$ cat src/rtl/xbar_host_arb_if.sv
// Host/device bundle for the two-host crossbar port arbiter.
// Host n occupies slice n of each packed per-host field.
interface xbar_host_arb_if #(
  parameter int AW = 32,
  parameter int DW = 32
);
  logic [1:0]        h_req_i;
  logic [2*AW-1:0]   h_addr_i;
  logic [1:0]        h_we_i;
  logic [2*DW-1:0]   h_wdata_i;
  logic [2*DW/8-1:0] h_be_i;
  logic [1:0]        h_gnt_o;
  logic [1:0]        h_rvalid_o;
  logic [DW-1:0]     h_rdata_o;
  logic              h_err_o;

  logic              d_req_o;
  logic [AW-1:0]     d_addr_o;
  logic              d_we_o;
  logic [DW-1:0]     d_wdata_o;
  logic [DW/8-1:0]   d_be_o;
  logic              d_gnt_i;
  logic              d_rvalid_i;
  logic [DW-1:0]     d_rdata_i;
  logic              d_err_i;

  // The arbiter itself.
  modport slave (
    input  h_req_i, h_addr_i, h_we_i, h_wdata_i, h_be_i,
    output h_gnt_o, h_rvalid_o, h_rdata_o, h_err_o,
    output d_req_o, d_addr_o, d_we_o, d_wdata_o, d_be_o,
    input  d_gnt_i, d_rvalid_i, d_rdata_i, d_err_i
  );

  // The surrounding hosts and device.
  modport master (
    output h_req_i, h_addr_i, h_we_i, h_wdata_i, h_be_i,
    input  h_gnt_o, h_rvalid_o, h_rdata_o, h_err_o,
    input  d_req_o, d_addr_o, d_we_o, d_wdata_o, d_be_o,
    output d_gnt_i, d_rvalid_i, d_rdata_i, d_err_i
  );
endinterface

$ cat src/rtl/xbar_host_arb.sv
// Round-robin arbiter sharing one crossbar device port between two hosts,
// with an in-order host-ID FIFO routing responses back to their requester.
module xbar_host_arb #(
  parameter int AW      = 32,
  parameter int DW      = 32,
  parameter int MAX_OUT = 4
) (
  input  logic                         clk_i,
  input  logic                         rst_i,
  xbar_host_arb_if.slave               bus,
  output logic [$clog2(MAX_OUT+1)-1:0] outstanding_o,
  output logic                         unexp_rsp_o
);
  localparam int CW = $clog2(MAX_OUT+1);
  localparam int PW = $clog2(MAX_OUT);

  // ARB_HOLD: a request was presented but not granted, so the selection is frozen.
  typedef enum logic {ARB_OPEN, ARB_HOLD} arb_state_t;

  arb_state_t      state_reg, state_next;
  logic            lock_host_reg, lock_host_next;
  logic            prio_reg, prio_next;
  logic [CW-1:0]   cnt_reg, cnt_next;
  logic            unexp_reg, unexp_next;
  logic [PW-1:0]   wr_ptr_reg, rd_ptr_reg;
  logic            fifo_mem [MAX_OUT];

  logic [AW-1:0]   addr_arr  [2];
  logic [DW-1:0]   wdata_arr [2];
  logic [DW/8-1:0] be_arr    [2];
  logic [1:0]      gnt_vec;
  logic [1:0]      rvalid_vec;

  logic            sel;
  logic            d_req;
  logic            accept;
  logic            rsp_ok;
  logic            rsp_unexp;
  logic            head;

  genvar gi;
  generate
    for (gi = 0; gi < 2; gi++) begin : g_host
      assign addr_arr[gi]   = bus.h_addr_i[gi*AW +: AW];
      assign wdata_arr[gi]  = bus.h_wdata_i[gi*DW +: DW];
      assign be_arr[gi]     = bus.h_be_i[gi*(DW/8) +: DW/8];
      assign gnt_vec[gi]    = accept && (sel == 1'(gi));
      assign rvalid_vec[gi] = rsp_ok && (head == 1'(gi));
    end
  endgenerate

  always_comb begin
    sel = prio_reg;
    if (state_reg == ARB_HOLD)     sel = lock_host_reg;
    else if (bus.h_req_i == 2'b01) sel = 1'b0;
    else if (bus.h_req_i == 2'b10) sel = 1'b1;
  end

  assign head      = fifo_mem[rd_ptr_reg];
  assign d_req     = !rst_i && bus.h_req_i[sel] && (cnt_reg < CW'(MAX_OUT));
  assign accept    = d_req && bus.d_gnt_i;
  assign rsp_ok    = !rst_i && bus.d_rvalid_i && (cnt_reg != '0);
  assign rsp_unexp = !rst_i && bus.d_rvalid_i && (cnt_reg == '0);

  assign bus.d_req_o    = d_req;
  assign bus.d_addr_o   = d_req ? addr_arr[sel] : '0;
  assign bus.d_we_o     = d_req && bus.h_we_i[sel];
  assign bus.d_wdata_o  = d_req ? wdata_arr[sel] : '0;
  assign bus.d_be_o     = d_req ? be_arr[sel] : '0;
  assign bus.h_gnt_o    = gnt_vec;
  assign bus.h_rvalid_o = rvalid_vec;
  assign bus.h_rdata_o  = (!rst_i && bus.d_rvalid_i) ? bus.d_rdata_i : '0;
  assign bus.h_err_o    = !rst_i && bus.d_rvalid_i && bus.d_err_i;
  assign outstanding_o  = cnt_reg;
  assign unexp_rsp_o    = unexp_reg;

  always_comb begin
    state_next     = ARB_OPEN;
    lock_host_next = lock_host_reg;
    prio_next      = prio_reg;
    cnt_next       = cnt_reg;
    unexp_next     = unexp_reg | rsp_unexp;
    // A dropped request while held falls through to ARB_OPEN.
    if (d_req && !bus.d_gnt_i) begin
      state_next     = ARB_HOLD;
      lock_host_next = sel;
    end
    if (accept) prio_next = ~sel;
    if (accept && !rsp_ok)      cnt_next = cnt_reg + CW'(1);
    else if (!accept && rsp_ok) cnt_next = cnt_reg - CW'(1);
  end

  always_ff @(posedge clk_i or posedge rst_i) begin
    if (rst_i) begin
      state_reg     <= ARB_OPEN;
      lock_host_reg <= 1'b0;
      prio_reg      <= 1'b0;
      cnt_reg       <= '0;
      unexp_reg     <= 1'b0;
      wr_ptr_reg    <= '0;
      rd_ptr_reg    <= '0;
    end else begin
      state_reg     <= state_next;
      lock_host_reg <= lock_host_next;
      prio_reg      <= prio_next;
      cnt_reg       <= cnt_next;
      unexp_reg     <= unexp_next;
      if (accept) wr_ptr_reg <= wr_ptr_reg + PW'(1);
      if (rsp_ok) rd_ptr_reg <= rd_ptr_reg + PW'(1);
    end
  end

  // Host-ID storage needs no reset: entries are only read while cnt > 0.
  always_ff @(posedge clk_i) begin
    if (accept) fifo_mem[wr_ptr_reg] <= sel;
  end
endmodule

$ cat src/flat_wrapper.sv
// flat-port wrapper written by rule: the top's interface ports become plain ports
module xbar_host_arb_flat 
#(
  parameter int AW      = 32,
  parameter int DW      = 32,
  parameter int MAX_OUT = 4
)
  (clk_i, rst_i, outstanding_o, unexp_rsp_o, bus_h_req_i, bus_h_addr_i, bus_h_we_i, bus_h_wdata_i, bus_h_be_i, bus_h_gnt_o, bus_h_rvalid_o, bus_h_rdata_o, bus_h_err_o, bus_d_req_o, bus_d_addr_o, bus_d_we_o, bus_d_wdata_o, bus_d_be_o, bus_d_gnt_i, bus_d_rvalid_i, bus_d_rdata_i, bus_d_err_i);
  xbar_host_arb_if #(.AW(AW), .DW(DW)) bus_i ();
  input  logic clk_i;
  input  logic rst_i;
  output logic [$clog2(MAX_OUT+1)-1:0] outstanding_o;
  output logic unexp_rsp_o;
  input wire logic [$bits(bus_i.h_req_i)-1:0] bus_h_req_i;
  input wire logic [$bits(bus_i.h_addr_i)-1:0] bus_h_addr_i;
  input wire logic [$bits(bus_i.h_we_i)-1:0] bus_h_we_i;
  input wire logic [$bits(bus_i.h_wdata_i)-1:0] bus_h_wdata_i;
  input wire logic [$bits(bus_i.h_be_i)-1:0] bus_h_be_i;
  output wire logic [$bits(bus_i.h_gnt_o)-1:0] bus_h_gnt_o;
  output wire logic [$bits(bus_i.h_rvalid_o)-1:0] bus_h_rvalid_o;
  output wire logic [$bits(bus_i.h_rdata_o)-1:0] bus_h_rdata_o;
  output wire logic [$bits(bus_i.h_err_o)-1:0] bus_h_err_o;
  output wire logic [$bits(bus_i.d_req_o)-1:0] bus_d_req_o;
  output wire logic [$bits(bus_i.d_addr_o)-1:0] bus_d_addr_o;
  output wire logic [$bits(bus_i.d_we_o)-1:0] bus_d_we_o;
  output wire logic [$bits(bus_i.d_wdata_o)-1:0] bus_d_wdata_o;
  output wire logic [$bits(bus_i.d_be_o)-1:0] bus_d_be_o;
  input wire logic [$bits(bus_i.d_gnt_i)-1:0] bus_d_gnt_i;
  input wire logic [$bits(bus_i.d_rvalid_i)-1:0] bus_d_rvalid_i;
  input wire logic [$bits(bus_i.d_rdata_i)-1:0] bus_d_rdata_i;
  input wire logic [$bits(bus_i.d_err_i)-1:0] bus_d_err_i;
  assign bus_i.h_req_i = bus_h_req_i;
  assign bus_i.h_addr_i = bus_h_addr_i;
  assign bus_i.h_we_i = bus_h_we_i;
  assign bus_i.h_wdata_i = bus_h_wdata_i;
  assign bus_i.h_be_i = bus_h_be_i;
  assign bus_h_gnt_o = bus_i.h_gnt_o;
  assign bus_h_rvalid_o = bus_i.h_rvalid_o;
  assign bus_h_rdata_o = bus_i.h_rdata_o;
  assign bus_h_err_o = bus_i.h_err_o;
  assign bus_d_req_o = bus_i.d_req_o;
  assign bus_d_addr_o = bus_i.d_addr_o;
  assign bus_d_we_o = bus_i.d_we_o;
  assign bus_d_wdata_o = bus_i.d_wdata_o;
  assign bus_d_be_o = bus_i.d_be_o;
  assign bus_i.d_gnt_i = bus_d_gnt_i;
  assign bus_i.d_rvalid_i = bus_d_rvalid_i;
  assign bus_i.d_rdata_i = bus_d_rdata_i;
  assign bus_i.d_err_i = bus_d_err_i;
  xbar_host_arb #(.AW(AW), .DW(DW), .MAX_OUT(MAX_OUT)) u_core (.clk_i(clk_i), .rst_i(rst_i), .bus(bus_i), .outstanding_o(outstanding_o), .unexp_rsp_o(unexp_rsp_o));
endmodule
$ cat config.mk
export PLATFORM = sky130hd
export DESIGN_NAME = xbar_host_arb_flat
export DESIGN_NICKNAME = d
export VERILOG_FILES = /design/src/rtl/xbar_host_arb_if.sv /design/src/rtl/xbar_host_arb.sv /design/src/flat_wrapper.sv
export SDC_FILE = /design/constraint.sdc
export NUM_CORES = 1
export LEC_CHECK = 0
export ABC_CLOCK_PERIOD_IN_PS = 1950
export CORE_AREA = 2 2 112 114
export DETAILED_ROUTE_END_ITERATION = 6
export DIE_AREA = 0 0 114 116
export PLACE_DENSITY_LB_ADDON = 0.2
export SLEW_MARGIN = 15
export SYNTH_ARGS = -nofsm -noshare
export SYNTH_HDL_FRONTEND = slang
export SYNTH_SLANG_ARGS = --single-unit
export TNS_END_PERCENT = 100
$ cat constraint.sdc
create_clock -name clk_i -period 1.95 [get_ports clk_i]
set_clock_uncertainty 0.05 [all_clocks]
set_input_delay 0.195 -clock clk_i [delete_from_list [all_inputs] [get_ports clk_i]]
set_output_delay 0.195 -clock clk_i [all_outputs]
set_load 0.01 [all_outputs]
# Yosys cells after proc, flatten, opt, wreduce, memory -nomap -nowiden
# Memories as Yosys holds them, arrays and structs flattened.
# Cells that the tools add are included.
[classes]
mux = 25
n_eq_ne = 2
reduce_logical = 22
add_sub_neg = 4
n_bitwise = 4
magnitude_cmp = 3
[op_table]
columns = ["cell", "n"]
rows = [
  ["$mux 32", 9],
  ["$mux 4", 4],
  ["$logic_and 1x1->1", 15],
  ["$mux 1", 10],
  ["$mux 3", 2],
  ["$add 2x1->2 const B", 2],
  ["$logic_not 1->1", 4],
  ["$add 3x1->3 const B", 1],
  ["$logic_not 3->1", 1],
  ["$lt 3x3->1 const B", 1],
  ["$reduce_bool 3->1", 1],
  ["$sub 3x1->3 const B", 1],
  ["$eq 2x1->1 const B", 1],
  ["$eq 2x2->1 const B", 1],
  ["$ge 2x2->1 const B", 1],
  ["$lt 1x2->1 const B", 1],
  ["$not 1->1", 2],
  ["$not 1->2", 1],
  ["$reduce_bool 2->1", 1],
  ["$or 1x1->1", 1],
]
[word_totals]
in_bits = 177
wordCells = 68
ram_bits = 4
ff_bits = 11
mem_count = 1
output_inout_bits = 111
[memory_table]
columns = ["name", "words", "width", "read_ports", "rd_clocked_by_memory_dff", "wr", "line_no", "text"]
rows = [
  ["u_core.fifo_mem", 4, 1, 1, 0, 1, "xbar_host_arb.sv:26", "logic fifo_mem [MAX_OUT];"],
]

# Longest topological paths before layout
# Gate-level depths: netlist of the first run.
[depth]
depth_word = 13
ltp_mapped = 10
depth_no_buf = 9

# Worst setup path after synthesis of the first run
# Ideal clock, no wire load.
[synth_timing]
path_type = "register to register"
from = "register u_core.cnt_reg[2], in the netlist u_core.outstanding_o[2]"
to = "register u_core.cnt_reg[2], in the netlist u_core.outstanding_o[2]"
required_time_ps = 1821
stages_incl_launch_ff = 11
setup_ps = 79
path_slack_ps = -251
arrival_time_ps = 2072
path_buffers = 1
period_less_slack_ps = 2201
cell_sequence = "dfrtp_1 buf_6 nor3b_4 o21ai_1 nor2_2 ha_1 inv_1 fa_1 xor2_1 nor2_1 xor2_1"
[synth_between]
elab_chain_cells = 6
elab_cells_between_ends = 14
cone_classes = "add/sub (2); order compare (1); mux (2); reduce/logical (9)"
[synth_lines]
columns = ["item", "line_no", "text"]
rows = [
  ["start: declaration", "xbar_host_arb.sv:23", "logic [CW-1:0] cnt_reg, cnt_next;"],
  ["start signal: assignment", "xbar_host_arb.sv:106", "cnt_reg <= cnt_next;"],
  ["$lt 3x3->1 *", "xbar_host_arb.sv:60", "assign d_req = !rst_i && bus.h_req_i[sel] && (cnt_reg < CW'(MAX_OUT));"],
  ["$logic_and 1x1->1 *", "xbar_host_arb.sv:60", ""],
  ["$logic_and 1x1->1 *", "xbar_host_arb.sv:61", "assign accept = d_req && bus.d_gnt_i;"],
  ["net u_core.accept", "xbar_host_arb.sv:36", "logic accept;"],
  ["$logic_not 1->1", "xbar_host_arb.sv:90", "else if (!accept && rsp_ok) cnt_next = cnt_reg - CW'(1);"],
  ["$logic_and 1x1->1", "xbar_host_arb.sv:90", ""],
  ["$reduce_bool 2->1 (no line)", "n/a", ""],
]
# The timed path passes the listed nets; every way through them passes the cells marked *. The select of a mux whose other input is x is not followed.
# A chain may end at the register's enable or synchronous reset.

# Final worst setup path of the first run
[layout_timing]
from = "register u_core.state_reg"
to = "output port bus_d_we_o"
[layout_between]
elab_chain_cells = 6
elab_cells_between_ends = 8
cone_classes = "mux (5); reduce/logical (3)"
[layout_lines]
columns = ["item", "line_no", "text"]
rows = [
  ["start: declaration", "xbar_host_arb.sv:20", "arb_state_t state_reg, state_next;"],
  ["start signal: assignment", "xbar_host_arb.sv:103", "state_reg <= state_next;"],
  ["$mux 1 *", "xbar_host_arb.sv:54", "if (state_reg == ARB_HOLD) sel = lock_host_reg;"],
  ["$mux 1 (implied by the code) (2 in a row)", "xbar_host_arb.sv:60", ""],
  ["$logic_and 1x1->1 (2 in a row)", "xbar_host_arb.sv:60", ""],
  ["$logic_and 1x1->1 *", "xbar_host_arb.sv:67", "assign bus.d_we_o = d_req && bus.h_we_i[sel];"],
  ["end: declaration", "flat_wrapper.sv:25", "output wire logic [$bits(bus_i.d_we_o)-1:0] bus_d_we_o;"],
]
# Every way passes the cells marked *; elsewhere a longest branch is shown, timed or not. The select of a mux whose other input is x is not followed.

==> results.sh, run 1 <==
export IMPL_status="finished, violations left"
export IMPL_failed_checks="negative setup slack"
export IMPL_cp_num_buf_inv=4
export IMPL_powerDensity_mw_per_mm2=700
export IMPL_synth_distinct_cells=30
export IMPL_cap_violations=0
export IMPL_cp_end_kind="output port"
export IMPL_synth_top_area_frac=0.283
export IMPL_clockPowerShare=0.089
export IMPL_slew_viol_final=0
export IMPL_clock_sinks=15
export IMPL_cts_root_buf="clkbuf_16"
export IMPL_postRouteAntennaNets=0
export IMPL_ys_seq_area_frac=0.162
export IMPL_cp_arrival_ns=1.80
export IMPL_num_vias=3770
export IMPL_rr_worst_depth=9
export IMPL_seq_area_um2=397
export IMPL_synth_area_leader_cell="mux2i_1"
export IMPL_finalInstanceArea_mm2=0.00648
export IMPL_crit_slowest_cell="dfrtp_1"
export IMPL_syn_cell_area_mm2=0.00244
export IMPL_core_area_mm2=0.0119
export IMPL_tightest_slew_ns=0.458
export IMPL_wl_mm=14.1
export IMPL_grt_pass1_vias=3961
export IMPL_io_buffers=287
export IMPL_reg2reg_setup_slack_ns=-0.07
export IMPL_grt_start_max_net_pins=20
export IMPL_period_needed_ns=2.04
export IMPL_clk_latency_ns=0.25
export IMPL_antenna_found_initial=0
export IMPL_grt_pass1_wl_mm=20.1
export IMPL_ys_ff_latch=15
export IMPL_pwr_share_seq=0.124
export IMPL_setup_tns_ns=-2.63
export IMPL_synth_avg_cell_area_um2=7.18
export IMPL_syn_to_final_growth_pct=165
export IMPL_regMostFlops="u_core.fifo_mem"
export IMPL_largest_reg_flops=4
export IMPL_setup_viol=57
export IMPL_initial_core_util=0.205
export IMPL_diodes=0
export IMPL_maxSlewHeadroom=0.694
export IMPL_finalNonFillerCells=842
export IMPL_start_kind="flop"
export IMPL_fin_ws_ns=-0.0907
export IMPL_cts_buffers=3
export IMPL_ys_warn_count=0
export IMPL_hold_path_class="input port to asynchronous set/reset pin"
export IMPL_max_freq_ghz=0.490
export IMPL_p_sw_mw=1.68
export IMPL_firstDrtPassIters=4
export IMPL_p_leak_nw=3.18
export IMPL_drc=0
export IMPL_regToRegStartpoint="u_core.outstanding_o[2]$_DFFE_PP0P_"
export IMPL_final_common_cell="clkdlybuf4s50_1"
export IMPL_cts_tree="done"
export IMPL_hpwl_mm=9.45
export IMPL_final_cell_mix="177 x clkdlybuf4s50_1, 107 x nand2_1, 71 x buf_2"
export IMPL_fp_dieW_um=114
export IMPL_io_pins=288
export IMPL_nets=879
export IMPL_finalHoldViolations=0
export IMPL_p_int_mw=2.86
export IMPL_wl_per_cell_um=16.7
export IMPL_gr_total_overflow=0
export IMPL_finalCritPeriodShare=1.05
export IMPL_gp_congestion=0.774
export IMPL_n_fill_cell=1072
export IMPL_worstSetupPathType="flop to output port"
export IMPL_rows=40
export IMPL_drt_iter0_markers=87
export IMPL_clockBufferDepth=2
export IMPL_r2r_end="u_core.outstanding_o[2]$_DFFE_PP0P_"
export IMPL_ys_top_cells_by_area="mux2i_1 28%, nand2_1 22%, dfrtp_1 11%, and2_1 9.7%, edfxtp_1 4.9%"
export IMPL_clk_pin_slew_worst_paths_ns=0.05
export IMPL_cp_max_fo=6
export IMPL_grt_usage=0.194
export IMPL_drive_above_1_share=0.324
export IMPL_post_dp_cell_area_mm2=0.00570
export IMPL_htreeDepth=1
export IMPL_fp_dieArea_mm2=0.0132
export IMPL_vias_per_cell=4.48
export IMPL_crit_family="buffers and inverters"
export IMPL_p_comb_frac=0.787
export IMPL_dp_cells=782
export IMPL_multiInputGateArea_mm2=0.00205
export IMPL_worstPathCellList="o21bai_4 > o21ai_4 > buf_6 > buf_12 > buf_12 > mux2i_2 > buf_2"
export IMPL_syn_inst=340
export IMPL_die_h_um=116
export IMPL_ir_drop_mv=0.289
export IMPL_max_stage_delay_ns=0.39
export IMPL_crit_top_cell="buf_12"
export IMPL_synth_nets=523
export IMPL_switching_share=0.370
export IMPL_crit_required_ns=1.70
export IMPL_rsz0062_at_grt="true"
-- synth_stat cells, drive strengths merged --
master and count:
a21o 2, a21oi 3, a22o 1, and2 38, buf 20, clkbuf 7
dfrtp 11, edfxtp 4, fa 1, ha 5, inv 6, mux2 2
mux2i 69, mux4 1, nand2 144, nand2b 1, nor2 4, nor2b 4
nor3 4, nor3b 2, o21ai 3, o21bai 2, xnor2 4, xor2 2
-- stage by stage --
stage | setup WS (ns) | util | power [mW] | hold slack [ns]
3_3_place_gp | -0.496 | 0.479 | 3.28 | 0.394
4_1_cts | -0.161 | 0.532 | 4.50 | 0.413
6_report | -0.0907 | 0.544 | 4.54 | 0.0971
5_1_grt | -0.200 | 0.544 | 4.82 | 0.144
3_5_place_dp | -0.497 | 0.479 | 3.32 | 0.401
2_1_floorplan | -0.227 | - | 1.88 | 0.171
-- final cells by class --
class / count / share of cell area
Clock inverter: 1 / 0.000772
Inverter: 6 / 0.00347
Tap cell: 147 / 0.0284
Sequential cell: 15 / 0.0612
Timing Repair Buffer: 378 / 0.578
Multi-Input combinational cell: 292 / 0.316
Clock buffer: 3 / 0.0116
-- power groups by stage --
stage | clock network (mW) | logic, mW | registers (mW)
floorplan | 0 | 1.33 | 0.548
global placement | 0 | 2.73 | 0.553
detailed placement | 0 | 2.76 | 0.556
CTS | 0.415 | 3.53 | 0.556
global route | 0.433 | 3.81 | 0.581
finish | 0.404 | 3.57 | 0.561
-- worst max path at each step --
stage                     depth (start not counted)  slack [ns]                                start                             endpoint
after global routing                              9       -0.20  u_core.outstanding_o[2]$_DFFE_PP0P_  u_core.outstanding_o[2]$_DFFE_PP0P_
after floorplan                                  10       -0.23  u_core.outstanding_o[2]$_DFFE_PP0P_  u_core.outstanding_o[2]$_DFFE_PP0P_
final                                             7       -0.09           u_core.state_reg$_DFF_PP0_                           bus_d_we_o
after global placement                            8       -0.50                       bus_h_req_i[0]                      bus_d_addr_o[6]
after CTS                                         9       -0.16  u_core.outstanding_o[2]$_DFFE_PP0P_                      bus_d_addr_o[1]
after detailed placement                          7       -0.50                       bus_h_req_i[1]                      bus_d_addr_o[6]
-- repair_timing --
item	4_1_cts	5_1_grt
buffers inserted	37	10
hold buffers	0	0
gates resized for setup	391	81
setup endpoints to repair	109	92
endpoints found under the hold margin	0	0
cloned	18	3
pin swaps	16	27
-- worst register-to-register path, cell delays in order, from the launching register on --
cell and delay, ns:
dfrtp_2 0.49, nor3b_4 0.21, o21ai_1 0.10, nor2_2 0.11
ha_2 0.20, inv_2 0.04, fa_2 0.32, xor2_1 0.17
nor2_1 0.07, xor2_1 0.15
-- kinds of logic (layout without fill, tap and decap cells) --
group | count (synthesis) | after routing | share of synthesized area
and+or+nand+nor | 197 | 197 | 0.367
muxes | 72 | 72 | 0.301
xor gates and xnor gates | 6 | 6 | 0.0215
adders and majority gates | 6 | 6 | 0.0338
AOI/OAI and AO/OA | 11 | 11 | 0.0282
DFF | 15 | 15 | 0.162
buffers and inverters | 33 | 388 | 0.0866
-- layer usage --
| layer | up-vias | wire, um | track usage |
|---|---|---|---|
| met5 | - | 0 | 0 |
| met4 | 0 | 317 | 0.0715 |
| met3 | 20 | 1080 | 0.0418 |
| met2 | 192 | 7770 | 0.388 |
| met1 | 1755 | 4930 | 0.197 |
| li1 | 1803 | - | - |
Note: power is estimated with default switching activity, not from simulation.
==> run 2, diff against run 1 <==
==> constraint.sdc (replaced) <==
create_clock -name clk_i -period 1.95 [get_ports clk_i]
set_clock_uncertainty 0.05 [all_clocks]
set_input_delay 0.195 -clock clk_i [delete_from_list [all_inputs] [get_ports clk_i]]
set_output_delay 0.195 -clock clk_i [all_outputs]
set_load 0.02 [all_outputs]
==> run 2 against run 1 <==
  * The run still ends with negative setup slack left
  * Maximum frequency decreased by 3.3%
  * Largest cell class unchanged
  * Final area decreased by 5.2%
  * First-iteration DRC count decreased by 24%
  * Critical path type unchanged
  * Non-clock buffer count decreased by 28
  * Sequential share of layout area increased by 0.34 points
  * Highest routed layer unchanged
  * Combinational power about the same
  * Total power decreased by 0.51%
==> results.sh, run 2 (synthesized netlist as in run 1, its figures left out) <==
export IMPL_status="finished, violations left"
export IMPL_failed_checks="negative setup slack"
export IMPL_diodes=0
export IMPL_finalHoldViolations=0
export IMPL_clk_pin_slew_worst_paths_ns=0.05
export IMPL_drt_iter0_markers=66
export IMPL_io_buffers=287
export IMPL_tightest_slew_ns=0.494
export IMPL_final_cell_mix="177 x clkdlybuf4s50_1, 136 x nand2_1, 84 x buf_4"
export IMPL_drc=0
export IMPL_grt_pass1_vias=3629
export IMPL_max_freq_ghz=0.474
export IMPL_n_fill_cell=1167
export IMPL_num_vias=3573
export IMPL_hold_slack_ns=0.214
export IMPL_rr_worst_depth=9
export IMPL_slew_viol_final=0
export IMPL_firstDrtPassIters=4
export IMPL_reg2reg_setup_slack_ns=-0.09
export IMPL_dp_cells=773
export IMPL_rsz0062_at_grt="true"
export IMPL_hold_path_class="input port to asynchronous set/reset pin"
export IMPL_syn_to_final_growth_pct=152
export IMPL_p_leak_nw=2.86
export IMPL_finalCritPeriodShare=1.08
export IMPL_drive_above_1_share=0.258
export IMPL_cts_tree="done"
export IMPL_fp_dieW_um=114
export IMPL_core_area_mm2=0.0119
export IMPL_totalPowerFinal_mw=4.51
export IMPL_hpwl_mm=8.96
export IMPL_crit_required_ns=1.70
export IMPL_ir_drop_mv=0.386
export IMPL_r2r_end="u_core.outstanding_o[2]$_DFFE_PP0P_"
export IMPL_worstSetupPathType="flop to output port"
export IMPL_seq_area_um2=397
export IMPL_regToRegStartpoint="u_core.outstanding_o[2]$_DFFE_PP0P_"
export IMPL_regMostFlops="u_core.fifo_mem"
export IMPL_p_sw_mw=1.80
export IMPL_clockPowerShare=0.090
export IMPL_grt_usage=0.172
export IMPL_cts_buffers=3
export IMPL_p_int_mw=2.72
export IMPL_pwr_share_seq=0.126
export IMPL_multiInputGateArea_mm2=0.00193
export IMPL_wl_per_cell_um=15.5
export IMPL_finalNonFillerCells=814
export IMPL_maxSlewHeadroom=0.670
export IMPL_p_comb_frac=0.783
export IMPL_powerDensity_mw_per_mm2=735
export IMPL_gp_congestion=0.740
export IMPL_final_common_cell="clkdlybuf4s50_1"
export IMPL_rows=40
export IMPL_clk_latency_ns=0.25
export IMPL_fin_ws_ns=-0.161
export IMPL_io_pins=288
export IMPL_die_h_um=116
export IMPL_post_route_util=0.516
export IMPL_grt_start_max_net_pins=35
export IMPL_gr_total_overflow=0
export IMPL_cp_max_fo=16
export IMPL_cp_arrival_ns=1.87
export IMPL_cts_root_buf="clkbuf_16"
export IMPL_switching_share=0.398
export IMPL_vias_per_cell=4.39
export IMPL_largest_reg_flops=4
export IMPL_start_kind="flop"
export IMPL_htreeDepth=1
export IMPL_cp_end_kind="output port"
export IMPL_period_needed_ns=2.11
export IMPL_clock_sinks=15
export IMPL_cap_violations=0
export IMPL_nets=851
export IMPL_wl_mm=12.6
export IMPL_postRouteAntennaNets=0
export IMPL_antenna_found_initial=0
export IMPL_initial_core_util=0.205
export IMPL_clockBufferDepth=2
export IMPL_grt_pass1_wl_mm=18.1
export IMPL_fp_dieArea_mm2=0.0132
export IMPL_setup_viol=65
-- run 2: timing repair --
item | 4_1_cts | 5_1_grt
setup buffers | 23 | 8
cloned | 8 | 4
resized for setup | 394 | 44
hold buffers | 0 | 0
setup endpoints to repair | 109 | 74
pin swaps | 8 | 7
-- run 2: worst max-delay path, cell delays in order, from the launching register on --
cell and delay [ns]:
dfrtp_1 0.39, o21bai_4 0.19, o21ai_4 0.20, bufbuf_16 0.34, mux2i_1 0.21, clkdlybuf4s15_2 0.28
-- run 2: per-layer routing --
layer,part of all wire,track usage
met4,0.010,0.0358
met1,0.34,0.167
met3,0.091,0.0413
met2,0.55,0.363
met5,0,0
-- run 2: worst max-delay path by stage --
stage	startpoint	to	slack [ns]
global placement	bus_h_req_i[1]	bus_d_be_o[0]	-0.62
global route	u_core.state_reg$_DFF_PP0_	bus_d_wdata_o[10]	-0.22
detailed placement	bus_h_req_i[1]	bus_d_addr_o[17]	-0.64
finish	u_core.state_reg$_DFF_PP0_	bus_d_wdata_o[29]	-0.16
floorplan	u_core.outstanding_o[2]$_DFFE_PP0P_	u_core.outstanding_o[2]$_DFFE_PP0P_	-0.27
CTS	u_core.state_reg$_DFF_PP0_	bus_d_addr_o[13]	-0.20
-- run 2: layout make-up --
class,instances,share of cell area
Clock buffer,3,0.0122
Clock inverter,1,0.000814
Inverter,6,0.00366
Multi-Input combinational cell,292,0.315
Sequential cell,15,0.0645
Tap cell,147,0.0299
Timing Repair Buffer,350,0.574
-- run 2: power groups by stage --
stage	Clock, mW	Sequential, mW	Combinational, mW
2_1_floorplan	0	0.582	1.52
3_3_place_gp	0	0.549	2.78
3_5_place_dp	0	0.556	2.82
4_1_cts	0.416	0.572	3.46
5_1_grt	0.435	0.589	3.76
6_report	0.408	0.570	3.54
-- run 2: metrics by stage --
step                TNS [ns]  setup WS, ns  instance area (um2)
finish                 -5.36        -0.161                 6150
CTS                    -8.08        -0.201                 6030
global placement      -50.33        -0.620                 5600
detailed placement    -53.25        -0.642                 5600
global route          -10.80        -0.216                 6150
floorplan             -0.509        -0.267                 2450
